[src/rtl/bus_pkg.sv]
// Shared definitions for the bus interconnect arbiter: FSM encoding, slave ids, split record.
// Latency: n/a (types and constants only).
// Backpressure: n/a.
package bus_pkg;

   // Default width of the serial slave id shifted in during ADDR.
   localparam int SLAVE_LEN = 2;

   typedef enum logic [1:0] {
      ST_IDLE   = 2'd0,
      ST_GRANT  = 2'd1,
      ST_ADDR   = 2'd2,
      ST_ACTIVE = 2'd3
   } arb_state_t;

   localparam logic [1:0] SLAVE_NONE = 2'd0;
   localparam logic [1:0] SLAVE_S1   = 2'd1;
   localparam logic [1:0] SLAVE_S2   = 2'd2;
   localparam logic [1:0] SLAVE_S3   = 2'd3;

   // Master ids double as the m_select encoding.
   localparam logic MST_M1 = 1'b0;
   localparam logic MST_M2 = 1'b1;

   // One parked split: which master was lent away from which slave.
   typedef struct packed {
      logic       vld;
      logic       owner;
      logic [1:0] slave;
   } split_rec_t;

endpackage

[src/rtl/arb_timeout_counter.sv]
// Counts data-phase cycles and flags when the owner has held the bus too long.
// Latency: expire is combinational from the count register; count updates one clock after en/clr.
// Backpressure: none; clr has priority over en, count saturates at TIMEOUT-1.
//
// Ports:
//   clk, reset  bus clock, asynchronous active-high reset
//   en          count this cycle (bus in data phase)
//   clr         restart from zero (outside the data phase or on a new data phase)
//   expire      count has reached TIMEOUT-1 while enabled
module arb_timeout_counter #(
   parameter int TIMEOUT = 4096
) (
   input  logic clk,
   input  logic reset,
   input  logic en,
   input  logic clr,
   output logic expire
);

   localparam int            CW   = (TIMEOUT > 2) ? $clog2(TIMEOUT) : 1;
   localparam logic [CW-1:0] LAST = CW'(TIMEOUT - 1);

   logic [CW-1:0] count;

   always_ff @(posedge clk or posedge reset) begin
      if (reset) begin
         count <= '0;
      end else if (clr) begin
         count <= '0;
      end else if (en && (count != LAST)) begin
         count <= count + CW'(1);
      end
   end

   assign expire = en && (count == LAST);

endmodule

[src/rtl/split_bus_arbiter.sv]
// Two-master / three-slave arbiter: grants the bus, shifts in the serial slave id, parks split masters.
// Latency: all outputs registered; every decision is visible one clock after its condition.
// Backpressure: requests are levels held until granted; split slaves stall their master via park/resume.
//
// Ports:
//   clk, reset                 bus clock, asynchronous active-high reset
//   m1_request, m2_request     bus requests (level)
//   m1_slave_sel, m2_slave_sel serial slave id from each master, MSB first, during ADDR
//   trans_done                 one-cycle pulse, current owner finished
//   s1..s3_slave_split_en      slave asks to release its master (level); falling edge resumes
//   m1_grant, m2_grant         bus ownership (mutually exclusive)
//   arbiter_busy               arbitration/addressing in progress or a split is parked
//   bus_busy                   data phase active
//   m_select                   master mux select, 0 = m1, 1 = m2
//   s_select                   slave mux select, 0 = none, 1..3 = s1..s3
//   timeout_err                one-cycle pulse on forced release
module split_bus_arbiter #(
   parameter int SLAVE_LEN = bus_pkg::SLAVE_LEN,
   parameter int TIMEOUT   = 4096,
   parameter bit RR_EN     = 1'b1
) (
   input  logic       clk,
   input  logic       reset,
   input  logic       m1_request,
   input  logic       m2_request,
   input  logic       m1_slave_sel,
   input  logic       m2_slave_sel,
   input  logic       trans_done,
   input  logic       s1_slave_split_en,
   input  logic       s2_slave_split_en,
   input  logic       s3_slave_split_en,
   output logic       m1_grant,
   output logic       m2_grant,
   output logic       arbiter_busy,
   output logic       bus_busy,
   output logic       m_select,
   output logic [1:0] s_select,
   output logic       timeout_err
);

   import bus_pkg::*;

   localparam int BW = (SLAVE_LEN > 1) ? $clog2(SLAVE_LEN) : 1;

   arb_state_t           state_q, state_d;
   split_rec_t           rec_q, rec_d;
   logic                 rr_q, rr_d;           // master that wins the next contention
   logic [SLAVE_LEN-1:0] id_q, id_d;
   logic [BW-1:0]        bit_q, bit_d;

   logic       m1_grant_d, m2_grant_d, m_select_d, bus_busy_d, timeout_err_d, arbiter_busy_d;
   logic [1:0] s_select_d;

   logic                 sel_bit;
   logic [SLAVE_LEN-1:0] id_full;
   logic [1:0]           id_2b;
   logic                 id_ok, id_parked;
   logic                 cur_split, park_split, resume_ok;
   logic                 req_m1, req_m2, win;
   logic                 do_release, do_resume, tmo_restart;
   logic                 tmo_en, tmo_clr, tmo_expire;

   // Owner's serial line; m_select already names the owner once GRANT is reached.
   assign sel_bit = m_select ? m2_slave_sel : m1_slave_sel;
   assign id_full = (id_q << 1) | SLAVE_LEN'(sel_bit);
   assign id_2b   = 2'(id_full);
   assign id_ok   = (id_full != '0) && (int'(id_full) <= 3);
   assign id_parked = rec_q.vld && (rec_q.slave == id_2b);

   always_comb begin
      case (s_select)
         SLAVE_S1: cur_split = s1_slave_split_en;
         SLAVE_S2: cur_split = s2_slave_split_en;
         SLAVE_S3: cur_split = s3_slave_split_en;
         default:  cur_split = 1'b0;
      endcase
   end

   always_comb begin
      case (rec_q.slave)
         SLAVE_S1: park_split = s1_slave_split_en;
         SLAVE_S2: park_split = s2_slave_split_en;
         SLAVE_S3: park_split = s3_slave_split_en;
         default:  park_split = 1'b0;
      endcase
   end

   // Parked slave has released its split: the parked owner may come back.
   assign resume_ok = rec_q.vld && !park_split;

   // A parked owner cannot re-arbitrate; it comes back only through resume.
   assign req_m1 = m1_request && !(rec_q.vld && (rec_q.owner == MST_M1));
   assign req_m2 = m2_request && !(rec_q.vld && (rec_q.owner == MST_M2));

   always_comb begin
      state_d       = state_q;
      rec_d         = rec_q;
      rr_d          = rr_q;
      id_d          = id_q;
      bit_d         = bit_q;
      m1_grant_d    = m1_grant;
      m2_grant_d    = m2_grant;
      m_select_d    = m_select;
      s_select_d    = s_select;
      bus_busy_d    = bus_busy;
      timeout_err_d = 1'b0;
      win           = MST_M1;
      do_release    = 1'b0;
      do_resume     = 1'b0;
      tmo_restart   = 1'b0;

      case (state_q)
         ST_IDLE: begin
            if (resume_ok) begin
               do_resume = 1'b1;
            end else if (req_m1 || req_m2) begin
               if (req_m1 && req_m2) begin
                  win = RR_EN ? rr_q : MST_M1;
               end else begin
                  win = req_m2;
               end
               state_d    = ST_GRANT;
               m1_grant_d = (win == MST_M1);
               m2_grant_d = (win == MST_M2);
               m_select_d = win;
               rr_d       = ~win;
            end
         end

         ST_GRANT: begin
            state_d = ST_ADDR;
            id_d    = '0;
            bit_d   = '0;
         end

         ST_ADDR: begin
            id_d  = id_full;
            bit_d = bit_q + BW'(1);
            if (bit_q == BW'(SLAVE_LEN - 1)) begin
               // Invalid id, or a slave still holding a parked split, aborts the grant.
               if (id_ok && !id_parked) begin
                  state_d    = ST_ACTIVE;
                  s_select_d = id_2b;
                  bus_busy_d = 1'b1;
               end else begin
                  do_release = 1'b1;
               end
            end
         end

         ST_ACTIVE: begin
            if (trans_done) begin
               // A pending resume goes straight into the next data phase.
               if (resume_ok) begin
                  do_resume   = 1'b1;
                  tmo_restart = 1'b1;
               end else begin
                  do_release = 1'b1;
               end
            end else if (tmo_expire) begin
               do_release    = 1'b1;
               timeout_err_d = 1'b1;
            end else if (cur_split && !rec_q.vld) begin
               rec_d      = '{vld: 1'b1, owner: m_select, slave: s_select};
               do_release = 1'b1;
            end
         end

         default: begin
            do_release = 1'b1;
         end
      endcase

      if (do_release) begin
         state_d    = ST_IDLE;
         m1_grant_d = 1'b0;
         m2_grant_d = 1'b0;
         m_select_d = MST_M1;
         s_select_d = SLAVE_NONE;
         bus_busy_d = 1'b0;
      end

      if (do_resume) begin
         state_d    = ST_ACTIVE;
         m1_grant_d = (rec_q.owner == MST_M1);
         m2_grant_d = (rec_q.owner == MST_M2);
         m_select_d = rec_q.owner;
         s_select_d = rec_q.slave;
         bus_busy_d = 1'b1;
         rec_d      = '0;
      end

      arbiter_busy_d = ((state_d != ST_IDLE) && (state_d != ST_ACTIVE)) || rec_d.vld;
   end

   always_ff @(posedge clk or posedge reset) begin
      if (reset) begin
         state_q      <= ST_IDLE;
         rec_q        <= '0;
         rr_q         <= MST_M1;
         id_q         <= '0;
         bit_q        <= '0;
         m1_grant     <= 1'b0;
         m2_grant     <= 1'b0;
         m_select     <= 1'b0;
         s_select     <= SLAVE_NONE;
         bus_busy     <= 1'b0;
         timeout_err  <= 1'b0;
         arbiter_busy <= 1'b0;
      end else begin
         state_q      <= state_d;
         rec_q        <= rec_d;
         rr_q         <= rr_d;
         id_q         <= id_d;
         bit_q        <= bit_d;
         m1_grant     <= m1_grant_d;
         m2_grant     <= m2_grant_d;
         m_select     <= m_select_d;
         s_select     <= s_select_d;
         bus_busy     <= bus_busy_d;
         timeout_err  <= timeout_err_d;
         arbiter_busy <= arbiter_busy_d;
      end
   end

   // Counter runs only in the data phase and restarts on every entry to it.
   assign tmo_en  = (state_q == ST_ACTIVE);
   assign tmo_clr = (state_q != ST_ACTIVE) || tmo_restart;

   arb_timeout_counter #(
      .TIMEOUT (TIMEOUT)
   ) u_timeout (
      .clk    (clk),
      .reset  (reset),
      .en     (tmo_en),
      .clr    (tmo_clr),
      .expire (tmo_expire)
   );

endmodule

[config.mk]
export PLATFORM = sky130hd
export DESIGN_NAME = split_bus_arbiter
export DESIGN_NICKNAME = d
export VERILOG_FILES = /design/src/rtl/bus_pkg.sv /design/src/rtl/arb_timeout_counter.sv /design/src/rtl/split_bus_arbiter.sv
export SDC_FILE = /design/constraint.sdc
export NUM_CORES = 1
export LEC_CHECK = 0
export ABC_AREA = 1
export BUFFER_PORTS_ARGS = -buffer_cell sky130_fd_sc_hd__buf_2
export CORE_ASPECT_RATIO = 0.9
export CORE_MARGIN = 2
export CORE_UTILIZATION = 58
export CTS_CLUSTER_SIZE = 12
export DETAILED_ROUTE_END_ITERATION = 10
export GPL_ROUTABILITY_DRIVEN = 1
export PLACE_DENSITY = 0.78
export SLEW_MARGIN = 20
export SYNTH_ARGS = -nofsm -noshare
export SYNTH_HDL_FRONTEND = slang
export SYNTH_SLANG_ARGS = --single-unit
[constraint.sdc]
create_clock -name clk -period 1.9 [get_ports clk]
set_input_delay 0.38 -clock clk [delete_from_list [all_inputs] [get_ports clk]]
set_output_delay 0.38 -clock clk [all_outputs]
set_load 0.05 [all_outputs]
After elaboration in Yosys (flattened, before gate mapping):

Index checks and enable logic that the tools add are counted.
Widths: inputs -> output; s select.

* logic and storage cells: 130
* bits in registers: 28
* output and inout port bits: 8

* mux-type cells: 57
* add/sub/neg operators: 2
* bitwise gates (word level): 4
* reduce and logical (&&, ||, !) cells: 36
* equal/unequal tests: 17

Operator list (count)
* $mux 1: 32
* $mux 12: 2
* $mux 2: 11
* $mux 4: 5
* $reduce_bool 3->1: 5
* $add 12x1->12 const B: 1
* $eq 12x12->1 const B: 1
* $eq 2x2->1 const B: 6
* $logic_and 1x1->1: 12
* $ne 12x12->1 const B: 1
* $reduce_bool 2->1: 6
* $reduce_and 3->1: 3
* $pmux 1 s2: 4
* $eq 2x1->1 const B: 3
* $ne 2x2->1 const B: 3
* $pmux 1 s3: 2
* $pmux 2 s3: 1
* $logic_not 1->1: 5
* $reduce_and 4->1: 1
* $logic_or 1x1->1: 3
* $ne 3x1->1 const B: 1
* $not 1->1: 3
* $eq 2x2->1: 1
* $logic_not 2->1: 1
* other kinds (3): 3

Depth between registers and ports, before layout:

* depth after elaboration: 15
* mapped depth: 14
* depth with buffers taken out: 14

Cells and area by module:

A second synthesis with hierarchy kept.

* cell total of the unflattened synthesis: 267
* area, all modules: 1906.8 sq um

By module, submodules not included
* split_bus_arbiter: area an instance 1137.3 sq um, cells an instance 159, instances 1
* arb_timeout_counter: area an instance 769.5 sq um, cells an instance 108, instances 1

Least setup slack after synthesis:

OpenSTA, ideal clock, no wires.

* path kind: flip-flop to flip-flop
* from: reg m_select
* to: reg s_select[0]
* data arrival time: 1.633 ns
* slack: 0.155 ns
* period minus slack after synthesis: 1.745 ns
* setup time: 0.113 ns
* buffers on the path: 0
* cell stages (with the launch flop): 14
* required time: 1.787 ns
* path through: dfrtp_1 -> nand2_1 -> nand3_1 -> nand2_1 -> nand2_1 -> nand2_1 -> nand2_1 -> inv_1 -> nor2_4 -> nand2_4 -> nor2_2 -> nand2_1 -> nand2_1 -> inv_1

* cells in the longest elaborated chain, start to end: 11

Ends and longest elaborated chain
* start, declared: line split_bus_arbiter.sv:36 `output logic m_select,`
* start signal, assigned: line split_bus_arbiter.sv:218 `m_select <= m_select_d;`
* $mux 1 (*): line split_bus_arbiter.sv:64 `assign sel_bit = m_select ? m2_slave_sel : m1_slave_sel;`
* $or 2x1->2 (*): line split_bus_arbiter.sv:65 `assign id_full = (id_q << 1) | SLAVE_LEN'(sel_bit);`
* $eq 2x2->1: line split_bus_arbiter.sv:68 `assign id_parked = rec_q.vld && (rec_q.slave == id_2b);`
* $logic_and 1x1->1: line split_bus_arbiter.sv:68
* $logic_not 1->1: line split_bus_arbiter.sv:141 `if (id_ok && !id_parked) begin`
* $logic_and 1x1->1: line split_bus_arbiter.sv:141
* $mux 1: line split_bus_arbiter.sv:141
* $mux 1: line split_bus_arbiter.sv:139 `if (bit_q == BW'(SLAVE_LEN - 1)) begin`
* $pmux 1 s2: line split_bus_arbiter.sv:112 `case (state_q)`
* $reduce_bool 3->1 (no source line) / $mux 2 (equally long branches)
* $reduce_and 3->1 (no source line) / $mux 2 (equally long branches)
* end signal, assigned: line split_bus_arbiter.sv:219 `s_select <= s_select_d;`
* end, declared: line split_bus_arbiter.sv:37 `output logic [1:0] s_select,`

Every way passes the cells marked *; elsewhere a longest branch is shown, timed or not. The select of a mux whose other input is x is not followed.
A chain may end at the register's enable or synchronous reset.

Worst setup path after layout:

* from: reg u_timeout.count[0]
* to: reg s_select[0]

* cells in the longest elaborated chain, start to end: 7

Ends and longest elaborated chain
* start, declared: line arb_timeout_counter.sv:23 `logic [CW-1:0] count;`
* start signal, assigned: line arb_timeout_counter.sv:31 `count <= count + CW'(1);`
* $eq 12x12->1 (*): line arb_timeout_counter.sv:35 `assign expire = en && (count == LAST);`
* $logic_and 1x1->1 (*): line arb_timeout_counter.sv:35
* $mux 1 (*): line split_bus_arbiter.sv:160 `end else if (tmo_expire) begin`
* $mux 1 (*): line split_bus_arbiter.sv:152 `if (trans_done) begin`
* $pmux 1 s2 (*): line split_bus_arbiter.sv:112
* $reduce_bool 3->1 (no source line) / $mux 2 (equally long branches)
* $reduce_and 3->1 (no source line) / $mux 2 (equally long branches)

Every way passes the cells marked *; elsewhere a longest branch is shown, timed or not.

==> metrics.yaml <==
detailed_routing:
  vias_per_cell: 5.40
  wl_met2_um: 1650
  wirelength_um: 3880
  first_pass_iters: 4
  route.met3.wl_um: 240
  drc: 0
  vias: 1614
  antenna_left: 0
  routedWlPerCell_um: 13.0
  initialDrtViolationCount: 86
  top_layer: "met4"
  drt-met1-wl_um: 1950
yosys:
  synth_seq_cells: 28
  synth_top_area_share_pct: 40.2
  ys.flop_type: "dfrtp_1"
  synth_area_um2: 1740
  synth_nets: 249
  async_reset_ff_share_pct: 100
  yosys-top-cells-count: "nand2_1, inv_1, dfrtp_1"
  synth.top_cells.by_area: "dfrtp_1, nand2_1, inv_1"
  yosys.cell_count.top_type: "nand2_1"
  synth_area_per_cell_um2: 7.45
  yosysTopAreaCell: "dfrtp_1"
  ys_seq_area_share_pct: 40.2
  synth_edf_count: 0
  synthCells: 234
  synth_cell_types: 31
  yosysWarnings: 0
clocking:
  cts_buffers: 3
  clkTransAtPathRegs_ps: 150
  clk_latency_ps: 330
  clk_path_buf_depth: 2
  cts_tree: "yes"
  clock-root-buffer: "clkbuf_4"
  ctsHoldBuffers: 0
  cts_sinks: 28
  htree_levels: 1
critical_path:
  reg2reg_slack_ps: 120
  r2r_cells: 13
  r2r-end: "s_select[0]$_DFFE_PP0P_"
  cpMostUsedCell: "nor2_2"
  r2r_start: "u_timeout.count[0]$_DFFE_PP0P_"
  critPathKind: "reg2reg"
  crit_path_max_fanout: 5
  max_stage_delay_ps: 430
  cp.required_ps: 2140
  worstPathArrival_ps: 2030
  path_cells: "ha_2 > nand3_2 > nor2_2 > nand2_2 > nand2_2 > nor2_4 > nor2_2 > nor2_4 > nand2_4 > nor2_2 > nand2_1 > nand2_1 > inv_1"
  endpoint_kind: "register"
  worst_setup_path_start_kind: "register"
  slowest_stage: "dfrtp_1"
timing:
  whs_ps: 72.6
  hold_viol: 0
  fmax_mhz: 560
  fin_tns_setup_ps: 0
  slew-limit-headroom_pct: 76.9
  tightest_slew_ps: 347
  drv_slew: 0
  min_period_over_period_pct: 93.9
  min_period_ps: 1780
  finalSetupViolCount: 0
  finalWorstSetupSlack_ps: 115
  clock_skew_ps: 10.0
placement:
  gp_congestion: 0.934
  io_buffers: 17
  place_ws_ps: 59.5
  place.detailed.hpwl_um: 3030
floorplan:
  core_area_um2: 2790
  die_area_um2: 3460
  die_w_um: 61.8
  row_count: 18
  ios: 18
  start_util_pct: 62.4
  die_h_um: 56.0
global_routing:
  antenna_found_initial: 0
  overflow: 0
  grt_pass1_vias: 1517
  grt_pass1_wl_um: 6870
  grt_usage_pct: 26.0
  grt_max_degree: 29
finish:
  nets: 276
  multi_input_comb_area_um2: 901
  fillers: 255
  area_growth_pct: 11.9
  register_area_um2: 701
  diodes: 0
  post-route-util_pct: 69.8
  drive_above_1_share_pct: 22.0
power_and_ir_drop:
  p_int_mw: 1.40
  finalPower_mw: 2.89
  switchingPower_mw: 1.49
  seqPwrFrac_pct: 31.5
  switching_share_pct: 51.7
  p_comb_share_pct: 60.0
  vdd_drop_max_mv: 1.17
  leakagePower_nw: 0.969
  power_frac_clock_pct: 8.5
  power_per_cell_area_nw_per_um2: 1480
flow_run:
  timing.max_cap.violations: 0
status:
  status: "complete, no violations"
hold_path:
  hold_class: "in2async"
## logic make-up after synthesis
family                   count (synthesis)  share of synthesized area (%)
buffers and inverters                   38                           9.04
flip-flops                              28                           40.2
AO/OA/AOI/OAI                           34                           11.6
XOR/XNOR                                 3                           1.51
adder cells (fa/ha/maj)                  5                           3.59
AND/OR/NAND/NOR                        126                           34.0
## how the worst max path moves through the flow
| stage | slack [ps] | end | from | depth (start not counted) |
|---|---|---|---|---|
| 6_report | 120 | s_select[0]$_DFFE_PP0P_ | u_timeout.count[0]$_DFFE_PP0P_ | 13 |
| 4_1_cts | 50 | s_select[0]$_DFFE_PP0P_ | u_timeout.count[0]$_DFFE_PP0P_ | 13 |
| 5_1_grt | -8 | s_select[1]$_DFFE_PP0P_ | u_timeout.count[0]$_DFFE_PP0P_ | 13 |
| 3_5_place_dp | 60 | s_select[0]$_DFFE_PP0P_ | u_timeout.count[0]$_DFFE_PP0P_ | 13 |
| 3_3_place_gp | 210 | s_select[1]$_DFFE_PP0P_ | u_timeout.count[0]$_DFFE_PP0P_ | 13 |
| 2_1_floorplan | 150 | s_select[0]$_DFFE_PP0P_ | m_select$_DFFE_PP0P_ | 13 |
## cell type report
| type | instances | area share [%] |
|---|---|---|
| Multi-Input combinational cell | 168 | 46.2 |
| Sequential cell | 28 | 35.9 |
| Clock buffer | 3 | 1.15 |
| Tap cell | 40 | 2.57 |
| Inverter | 36 | 7.12 |
| Timing Repair Buffer | 24 | 7.06 |
## sequential cells by signal (all words and copies together), names as in the netlist, 2 cells and up
register,flops
rec_q,4
s_select,2
state_q,2
u_timeout.count,12
## through the flow
stage | area (µm²) | std cells
floorplan | 1740 | 234
global placement | 1870 | 291
detailed placement | 1870 | 291
CTS | 1900 | 294
global route | 1950 | 299
finish | 1950 | 299
## placed cells by master, fill, tap and decap left out, drive strengths merged
cell type	netlist	routed
clkbuf	0	3
inv	34	34
nand3	20	20
xor2	2	2
nor2	25	25
a21oi	12	12
o21bai	1	1
o31ai	1	1
ha	5	5
nand4	3	3
o21ai	14	14
and3	1	1
a31o	2	2
nor3	6	6
buf	2	24
dfrtp	28	28
nand2	71	71
o22ai	4	4
clkinv	2	2
xnor2	1	1
## power groups by stage
stage | Clock, mW | Combinational, mW | Sequential, mW
2_1_floorplan | 0 | 1.12 | 1.12
6_report | 0.247 | 1.73 | 0.911
4_1_cts | 0.257 | 1.66 | 0.908
5_1_grt | 0.274 | 1.95 | 0.935
3_5_place_dp | 0 | 1.66 | 0.920
3_3_place_gp | 0 | 1.62 | 0.912
## worst max-delay path, delay by kind of cell, from the launching register on
kind / cells / cell delay [ps]
and+or+nand+nor: 11 / 1010
buffers and inverters: 1 / 30
DFF: 1 / 430
adders and majority gates: 1 / 220
## repair_timing
action                     in CTS  in global routing
buffers inserted                0                  5
resized for setup               0                  4
setup endpoints to repair       0                  8
## per-layer routing
layer	track usage, %	vias to the layer above
met5	0	-
met1	39.4	754
met4	6.69	0
li1	-	799
met3	5.58	6
met2	37.3	55
(Power assumes the default switching activity.)
